## src/rtl/tick_count_stage_if.sv

```systemverilog
// Control/status bundle between a controller and one tick counting stage.
// The master drives control and limit; the slave (the stage) returns status.
interface tick_count_stage_if #(
    parameter int unsigned WIDTH = 6
);
    logic             go;
    logic             enable;
    logic             clear;
    logic             start;
    logic             stop;
    logic             mode;
    logic [WIDTH-1:0] limit;
    logic [WIDTH-1:0] count;
    logic             carry;
    logic             done;
    logic             busy;

    modport master (
        output go, enable, clear, start, stop, mode, limit,
        input  count, carry, done, busy
    );

    modport slave (
        input  go, enable, clear, start, stop, mode, limit,
        output count, carry, done, busy
    );
endinterface

```

## src/rtl/tick_count_stage.sv

```systemverilog
// Downstream stage of the prescaler: counts qualified 'go' ticks modulo a
// programmable limit and emits a one-cycle carry per wrap for cascading.
// Periodic or one-shot operation under an IDLE/RUN/DONE state machine.
// All outputs are registered.
module tick_count_stage #(
    parameter int unsigned WIDTH = 6
) (
    input logic               clk,
    input logic               reset_n,
    tick_count_stage_if.slave bus
);

    typedef enum logic [1:0] {
        StIdle = 2'd0,
        StRun  = 2'd1,
        StDone = 2'd2
    } state_e;

    state_e           state_q;
    logic [WIDTH-1:0] count_q;
    logic             carry_q;
    logic             done_q;
    logic             busy_q;

    logic             tick;
    logic [WIDTH-1:0] term;
    logic             wrap;

    // Qualified tick and terminal count; limit 0 means a full 2**WIDTH modulus.
    always_comb begin
        tick = bus.go & bus.enable & (state_q == StRun);
        term = (bus.limit == '0) ? '1 : (bus.limit - WIDTH'(1));
        // >= so that lowering the limit below the current count wraps on the next tick
        wrap = (count_q >= term);
    end

    // State machine with registered outputs; priority clear > stop > start > tick.
    always_ff @(posedge clk or negedge reset_n) begin
        if (!reset_n) begin
            state_q <= StIdle;
            count_q <= '0;
            carry_q <= 1'b0;
            done_q  <= 1'b0;
            busy_q  <= 1'b0;
        end else begin
            carry_q <= 1'b0;
            if (bus.clear) begin
                state_q <= StIdle;
                count_q <= '0;
                done_q  <= 1'b0;
                busy_q  <= 1'b0;
            end else begin
                unique case (state_q)
                    StIdle: begin
                        count_q <= '0;
                        // go in the start cycle is deliberately dropped
                        if (bus.start) begin
                            state_q <= StRun;
                            busy_q  <= 1'b1;
                            done_q  <= 1'b0;
                        end
                    end
                    StRun: begin
                        if (bus.stop) begin
                            // stop beats a wrapping tick: no carry is emitted
                            state_q <= StIdle;
                            count_q <= '0;
                            busy_q  <= 1'b0;
                        end else if (tick) begin
                            if (wrap) begin
                                count_q <= '0;
                                carry_q <= 1'b1;
                                // mode is sampled only at the wrap
                                if (bus.mode) begin
                                    state_q <= StDone;
                                    busy_q  <= 1'b0;
                                    done_q  <= 1'b1;
                                end
                            end else begin
                                count_q <= count_q + WIDTH'(1);
                            end
                        end
                    end
                    StDone: begin
                        count_q <= '0;
                        if (bus.stop) begin
                            state_q <= StIdle;
                            done_q  <= 1'b0;
                        end else if (bus.start) begin
                            state_q <= StRun;
                            done_q  <= 1'b0;
                            busy_q  <= 1'b1;
                        end
                    end
                    default: begin
                        state_q <= StIdle;
                        count_q <= '0;
                        done_q  <= 1'b0;
                        busy_q  <= 1'b0;
                    end
                endcase
            end
        end
    end

    // Registered state drives the interface directly.
    always_comb begin
        bus.count = count_q;
        bus.carry = carry_q;
        bus.done  = done_q;
        bus.busy  = busy_q;
    end

endmodule

```

## src/flat_wrapper.sv

```systemverilog
// flat-port wrapper written by rule: the top's interface ports become plain ports
module tick_count_stage_flat 
#(
    parameter int unsigned WIDTH = 6
)
  (clk, reset_n, bus_go, bus_enable, bus_clear, bus_start, bus_stop, bus_mode, bus_limit, bus_count, bus_carry, bus_done, bus_busy);
  tick_count_stage_if #(.WIDTH(WIDTH)) bus_i ();
  input logic clk;
  input logic reset_n;
  input wire logic [$bits(bus_i.go)-1:0] bus_go;
  input wire logic [$bits(bus_i.enable)-1:0] bus_enable;
  input wire logic [$bits(bus_i.clear)-1:0] bus_clear;
  input wire logic [$bits(bus_i.start)-1:0] bus_start;
  input wire logic [$bits(bus_i.stop)-1:0] bus_stop;
  input wire logic [$bits(bus_i.mode)-1:0] bus_mode;
  input wire logic [$bits(bus_i.limit)-1:0] bus_limit;
  output wire logic [$bits(bus_i.count)-1:0] bus_count;
  output wire logic [$bits(bus_i.carry)-1:0] bus_carry;
  output wire logic [$bits(bus_i.done)-1:0] bus_done;
  output wire logic [$bits(bus_i.busy)-1:0] bus_busy;
  assign bus_i.go = bus_go;
  assign bus_i.enable = bus_enable;
  assign bus_i.clear = bus_clear;
  assign bus_i.start = bus_start;
  assign bus_i.stop = bus_stop;
  assign bus_i.mode = bus_mode;
  assign bus_i.limit = bus_limit;
  assign bus_count = bus_i.count;
  assign bus_carry = bus_i.carry;
  assign bus_done = bus_i.done;
  assign bus_busy = bus_i.busy;
  tick_count_stage #(.WIDTH(WIDTH)) u_core (.clk(clk), .reset_n(reset_n), .bus(bus_i));
endmodule
```

## config.mk

```make
export PLATFORM = sky130hd
export DESIGN_NAME = tick_count_stage_flat
export DESIGN_NICKNAME = d
export VERILOG_FILES = /design/src/rtl/tick_count_stage_if.sv /design/src/rtl/tick_count_stage.sv /design/src/flat_wrapper.sv
export SDC_FILE = /design/constraint.sdc
export NUM_CORES = 1
export LEC_CHECK = 0
export CAP_MARGIN = 20
export CORE_MARGIN = 2
export CORE_UTILIZATION = 50
export CTS_CLUSTER_SIZE = 30
export DETAILED_ROUTE_END_ITERATION = 8
export PLACE_DENSITY = 0.83
export SYNTH_ARGS = -nofsm -noshare
export SYNTH_HDL_FRONTEND = slang
export SYNTH_SLANG_ARGS = --single-unit
```

## constraint.sdc

```tcl
create_clock -name clk -period 3.1 [get_ports clk]
set_input_delay 0.62 -clock clk [delete_from_list [all_inputs] [get_ports clk]]
set_output_delay 0.62 -clock clk [all_outputs]
set_load 0.01 [all_outputs]
```

# Yosys cells after proc, flatten, opt, wreduce, memory -nomap -nowiden
# Index checks and enable logic that the tools add are counted.
dict set report totals {
  register_bits 11
  latch_bits 0
  ramBits 0
  rom_bits 0
  in_bits 14
  out_inout_bits 9
  word_cells 60
  memories 0
}
dict set report classes {
  add_sub_neg 2
  mul 0
  div 0
  n_lt_le_gt_ge 1
  n_eq_ne 10
  shift 0
  mux 35
  bitwise_logic 2
  n_reduce_logical 5
}
# cell count
set ops {}
lappend ops {{6-bit two-way mux} 6}
lappend ops {{1-bit two-way mux} 19}
lappend ops {{2-bit two-way mux} 7}
lappend ops {{3-bit inequality test, second input constant} 3}
lappend ops {{4-bit by 3-bit inequality test with 1-bit output, second input constant} 2}
lappend ops {{4-bit AND reduction} 2}
lappend ops {{6-bit by 1-bit adder with 6-bit output, second input constant} 1}
lappend ops {{6-bit greater-or-equal comparator} 1}
lappend ops {{6-bit zero test} 1}
lappend ops {{3-bit by 2-bit inequality test with 1-bit output, second input constant} 2}
lappend ops {{1-bit case mux with 3 select lines} 2}
lappend ops {{2-bit case mux with 3 select lines} 1}
lappend ops {{6-bit by 1-bit subtractor with 6-bit output, second input constant} 1}
lappend ops {{4-bit inequality test, second input constant} 1}
lappend ops {{3-bit AND reduction} 1}
lappend ops {{1-bit AND} 2}
lappend ops {{2-bit by 1-bit == test with 1-bit output, second input constant} 1}
lappend ops {{2-bit == test, second input constant} 1}
lappend ops {{2-bit zero test} 1}

# Depth between registers and ports, before layout
dict set report depth {
  word_depth 8
  ltp_mapped 13
  depth_no_buf 12
}

# Worst setup path before layout
# No wires, ideal clock.
dict set report synth_timing {
  path_kind {input -> register}
  startpoint {input port bus_limit[0]}
  endpoint {register u_core.busy_q, in the netlist u_core.bus.busy}
  setup_time_ns 0.088
  arrival_ns 2.610
  required_ns 3.012
  slack_ns 0.402
  cell_stages 13
  path_buffers 1
  path_cell_list {inv_1 > ha_1 > nor2b_1 > nor2_1 > nor3_1 > o32ai_1 > ha_1 > nand2_1 > o21ai_0 > o21ba_2 > clkbuf_1 > or3_1 > a22oi_1}
}
dict set report synth_via {
  elab_chain_cells 5
  word_cells_on_any_way 6
  cone_classes {1 x add/sub; 1 x order compare; 1 x eq/ne; 1 x mux; 2 x reduce/logical}
}
# element line
set synth_rtl {}
lappend synth_rtl {{start, declared} flat_wrapper.sv:16} ;# input wire logic [$bits(bus_i.limit)-1:0] bus_limit;
lappend synth_rtl {{6-bit by 1-bit subtractor with 6-bit output or 6-bit zero test (tied branches)} tick_count_stage.sv:32} ;# term = (bus.limit == '0) ? '1 : (bus.limit - WIDTH'(1));
lappend synth_rtl {{6-bit two-way mux *} tick_count_stage.sv:32}
lappend synth_rtl {{6-bit greater-or-equal comparator *} tick_count_stage.sv:34} ;# wrap = (count_q >= term);
lappend synth_rtl {{4-bit by 3-bit inequality test with 1-bit output (no line) *} --}
lappend synth_rtl {{4-bit AND reduction (no line) *} --}
lappend synth_rtl {{end signal, assigned} tick_count_stage.sv:44} ;# busy_q <= 1'b0;
lappend synth_rtl {{end signal, assigned} tick_count_stage.sv:51} ;# busy_q <= 1'b0;
lappend synth_rtl {{end signal, assigned} tick_count_stage.sv:59} ;# busy_q <= 1'b1;
lappend synth_rtl {{end, declared} tick_count_stage.sv:23} ;# logic busy_q;
# Every way passes the cells marked *; elsewhere a longest branch is shown, timed or not.
# A chain may end at the register's enable or synchronous reset.

# Final worst setup path
dict set report layout_timing {
  startpoint {input port bus_limit[0]}
  endpoint {register u_core.count_q[2], in the netlist u_core.bus.count[2]}
}
dict set report layout_via {
  elab_chain_cells 8
  word_cells_on_any_way 9
  cone_classes {1 x add/sub; 1 x order compare; 6 x mux; 1 x reduce/logical}
}
# element line
set layout_rtl {}
lappend layout_rtl {{6-bit by 1-bit subtractor with 6-bit output or 6-bit zero test (tied branches)} tick_count_stage.sv:32}
lappend layout_rtl {{6-bit two-way mux *} tick_count_stage.sv:32}
lappend layout_rtl {{6-bit greater-or-equal comparator *} tick_count_stage.sv:34}
lappend layout_rtl {{6-bit two-way mux *} tick_count_stage.sv:70} ;# if (wrap) begin
lappend layout_rtl {{6-bit two-way mux *} tick_count_stage.sv:69} ;# end else if (tick) begin
lappend layout_rtl {{6-bit two-way mux *} tick_count_stage.sv:64} ;# if (bus.stop) begin
lappend layout_rtl {{6-bit two-way mux *} tick_count_stage.sv:53} ;# unique case (state_q)
lappend layout_rtl {{6-bit two-way mux *} tick_count_stage.sv:47} ;# if (bus.clear) begin
lappend layout_rtl {{end signal, assigned} tick_count_stage.sv:80} ;# count_q <= count_q + WIDTH'(1);
lappend layout_rtl {{end, declared} tick_count_stage.sv:20} ;# logic [WIDTH-1:0] count_q;
# Every way passes the cells marked *; elsewhere a longest branch is shown, timed or not. The select of a mux whose other input is x is not followed.

==> impl_metrics.env <==
export IMPL_status="complete, no violations"
export IMPL_synth_area_mux_share=0
export IMPL_r2r_start="u_core.bus.count[0]"
export IMPL_r2r_slack_ns=1.09
export IMPL_hold_viol=0
export IMPL_yosys_top_cells_area="dfrtp_1 (33%), ha_1 (13%), a21oi_1 (4.7%)"
export IMPL_final_cell_count_no_fill=147
export IMPL_holdPathEnd="u_core.bus.count[1]"
export IMPL_firstDrtPassIters=4
export IMPL_seq_area_sq_um=275.3
export IMPL_fmax_ghz=0.3335
export IMPL_hpwlAfterDp_um=1656
export IMPL_via_per_inst=6.000
export IMPL_worstMarginPinSlew_ns=0.4966
export IMPL_hold_path_class="flip-flop to flip-flop"
export IMPL_multiInputGateArea_sq_um=613.1
export IMPL_clock_latency_ns=0.27
export IMPL_netlist_instances=99
export IMPL_crit_required_ns=3.27
export IMPL_rows=14
export IMPL_track_usage=0.2519
export IMPL_synth_fp_nets=122
export IMPL_clk_pin_slew_ns=0.07
export IMPL_synth_largest_area_cell="dfrtp_1"
export IMPL_switchingPower_mw=0.08879
export IMPL_cts_hold_buffers=0
export IMPL_final_setup_viol_count=0
export IMPL_rr_worst_depth=8
export IMPL_hp_start="u_core.bus.count[1]"
export IMPL_wl_per_cell_um=16.71
export IMPL_first_global_vias=869
export IMPL_fin_crit_ns=2.999
export IMPL_gp_congestion=0.8187
export IMPL_cts_buffers=3
export IMPL_cap_viol_max_count=0
export IMPL_path_class="input pin to flip-flop"
export IMPL_maxSlewHeadroom=0.6679
export IMPL_fin_crit_sh=0.9673
export IMPL_totalPowerFinal_mw=0.3264
export IMPL_synthArstFlopShare=1.000
export IMPL_worst_setup_path_end_kind="flip-flop"
export IMPL_postCtsSetupBuffers=0
export IMPL_fillers=107
export IMPL_hold_path_depth=2
export IMPL_start_util=0.5471
export IMPL_num_io_pins=23
export IMPL_synth_ff_type="dfrtp_1"
export IMPL_portBuffers=22
export IMPL_drive_above_1_share=0.1985
export IMPL_ir_worst_vdd_uv=297.4
export IMPL_final_max_slew_viol_count=0
export IMPL_grt_ovfl_total=0
export IMPL_synthXorXnorAreaFrac=0
export IMPL_p_comb_frac=0.243
export IMPL_core_sq_um=1541
export IMPL_synth_compound_area_frac=0.2507
export IMPL_p_int_mw=0.2376
export IMPL_critPathMaxFanout=3
export IMPL_synthAdderAreaFrac=0.1335
export IMPL_placed_cells=143
export IMPL_grt_start_max_net_pins=12
export IMPL_power_density_nw_per_um2=263.7
export IMPL_antenna_cells=0
export IMPL_synth_edff_count=0
export IMPL_syn_area_sq_um=843.3
export IMPL_drc=0
export IMPL_vias=882
export IMPL_synth_simple_area_share=0.2522
export IMPL_synth_distinct_cells=32
export IMPL_wirelength_um=2456
export IMPL_r2r_end="u_core.bus.count[2]"
export IMPL_clockRootBuffer="clkbuf_4"
export IMPL_synth_seq_cells=11
export IMPL_antenna_found_initial=0
export IMPL_final_setup_skew_ns=0.005338
export IMPL_p_seq_frac=0.461
export IMPL_arrival_ns=3.16
export IMPL_postSynthAreaPerCell_sq_um=8.518
export IMPL_die_area_sq_um=2031
export IMPL_yosys_warnings=0
export IMPL_dieHeight_um=45.07
export IMPL_clkPwrFrac=0.296
export IMPL_cts_tree="done"
export IMPL_grt_pass1_wl_um=3691
export IMPL_area_delta_synth_final_pct=46.74
export IMPL_drtIter0Drc=26
export IMPL_die_x_um=45.07
export IMPL_h_tree_depth=1
export IMPL_num_nets_final=155
export IMPL_synth_top_area_share=0.3264
export IMPL_synth_top_family_by_area="simple AND/OR/NAND/NOR gates"
export IMPL_p_leak_nw=0.5159
export IMPL_cts_resized_gates=0
export IMPL_sw_frac_of_total=0.2720
export IMPL_ant_nets=0
export IMPL_cts_sinks=11
export IMPL_cts_buffer_depth=2
export IMPL_ys_seq_area_frac=0.3264
export IMPL_start_kind="input pin"
-- worst max-delay path by stage --
| stage | start | endpoint | slack, ns |
|---|---|---|---|
| after floorplan | bus_limit[0] | u_core.bus.busy | 0.40 |
| after global placement | bus_limit[0] | u_core.bus.count[4] | -0.13 |
| after detailed placement | bus_limit[0] | u_core.bus.count[4] | -0.23 |
| after CTS | bus_limit[0] | u_core.bus.count[4] | 0.04 |
| after global routing | bus_limit[1] | u_core.bus.count[2] | -0.06 |
| final | bus_limit[0] | u_core.bus.count[2] | 0.10 |
-- sequential cells by signal, summed over array words and instances, names as in the netlist --
| name | flops |
|---|---|
| u_core.bus.busy | 1 |
| u_core.state_q | 2 |
| u_core.bus.carry | 1 |
| u_core.bus.done | 1 |
| u_core.bus.count | 6 |
-- worst max-delay path: stages --
cell             delay [ns]
clkdlybuf4s50_1        0.47
inv_1                  0.06
buf_4                  0.14
ha_1                   0.23
nor2_1                 0.12
nor3_1                 0.06
o32ai_1                0.15
ha_1                   0.31
nand2_1                0.09
o21ai_1                0.08
o21bai_2               0.20
buf_4                  0.14
o31ai_1                0.28
o2bb2ai_1              0.20
-- synthesized netlist by cell type, drive strengths merged (3+ instances only) --
cell / n
nand3: 4
nor2: 5
and3: 3
inv: 6
nand2: 10
a21oi: 8
ha: 9
or3: 3
o31ai: 5
dfrtp: 11
a41oi: 3
nor3: 5
o21ai: 4
-- cell families (layout without fill, tap and decap cells) --
family | after synthesis | in the layout
simple gates | 40 | 40
compound gates | 31 | 31
flops | 11 | 11
fa+ha+maj | 9 | 9
buf+inv | 8 | 40
-- final cells by class --
cell class / count / area share
Tap cell: 16 / 0.01618
Multi-Input combinational cell: 80 / 0.4954
Timing Repair Buffer: 30 / 0.2265
Inverter: 6 / 0.01820
Sequential cell: 11 / 0.2224
Clock buffer: 4 / 0.02123
-- stage by stage --
step	instance area [sq um]	TNS, ns	setup WS [ns]	util	hold WS (ns)
after floorplan	843.3	0	0.4018	-	0.3244
after global placement	1135	-0.3434	-0.1284	0.7362	0.5379
after detailed placement	1135	-1.141	-0.2275	0.7362	0.5551
after CTS	1161	0	0.03851	0.7532	0.5684
after global routing	1237	-0.1383	-0.05823	0.8028	0.6183
final	1237	0	0.1014	0.8028	0.6038
-- layer usage --
metal,share of wire,routed length (um),GRT usage
met1,0.41,1003,0.3317
met4,0.034,83,0.07059
met3,0.045,110,0.07200
met2,0.51,1258,0.4029
met5,0,0,0
-- power by group through the flow --
| stage | clock [mW] | sequential (mW) | combinational, mW |
|---|---|---|---|
| final | 0.0966 | 0.150 | 0.0794 |
| after global routing | 0.103 | 0.151 | 0.0883 |
| after detailed placement | 0 | 0.153 | 0.0725 |
| after CTS | 0.0993 | 0.150 | 0.0730 |
| after global placement | 0 | 0.152 | 0.0700 |
| after floorplan | 0 | 0.153 | 0.0299 |
-- layout by cell type (no fill, tap or decap), types with 2 or more instances in the layout --
cell type        netlist  routed
clkbuf_4               0       3
ha_1                   9       7
nand3_1                4       4
nand2b_1               2       2
and3_1                 3       3
nor3_1                 5       5
o31ai_1                5       3
buf_4                  0       8
nand2_1               10      10
a21o_1                 2       2
dfrtp_1               11      11
clkdlybuf4s50_1        0      22
nand4_1                2       2
or3_1                  2       2
o31ai_4                0       2
a21oi_2                0       2
o21ai_0                4       3
a21oi_1                8       6
inv_1                  6       6
nor2_1                 5       5
or2_2                  2       2
a41oi_2                0       2
Power figures use the tool's default switching activity.
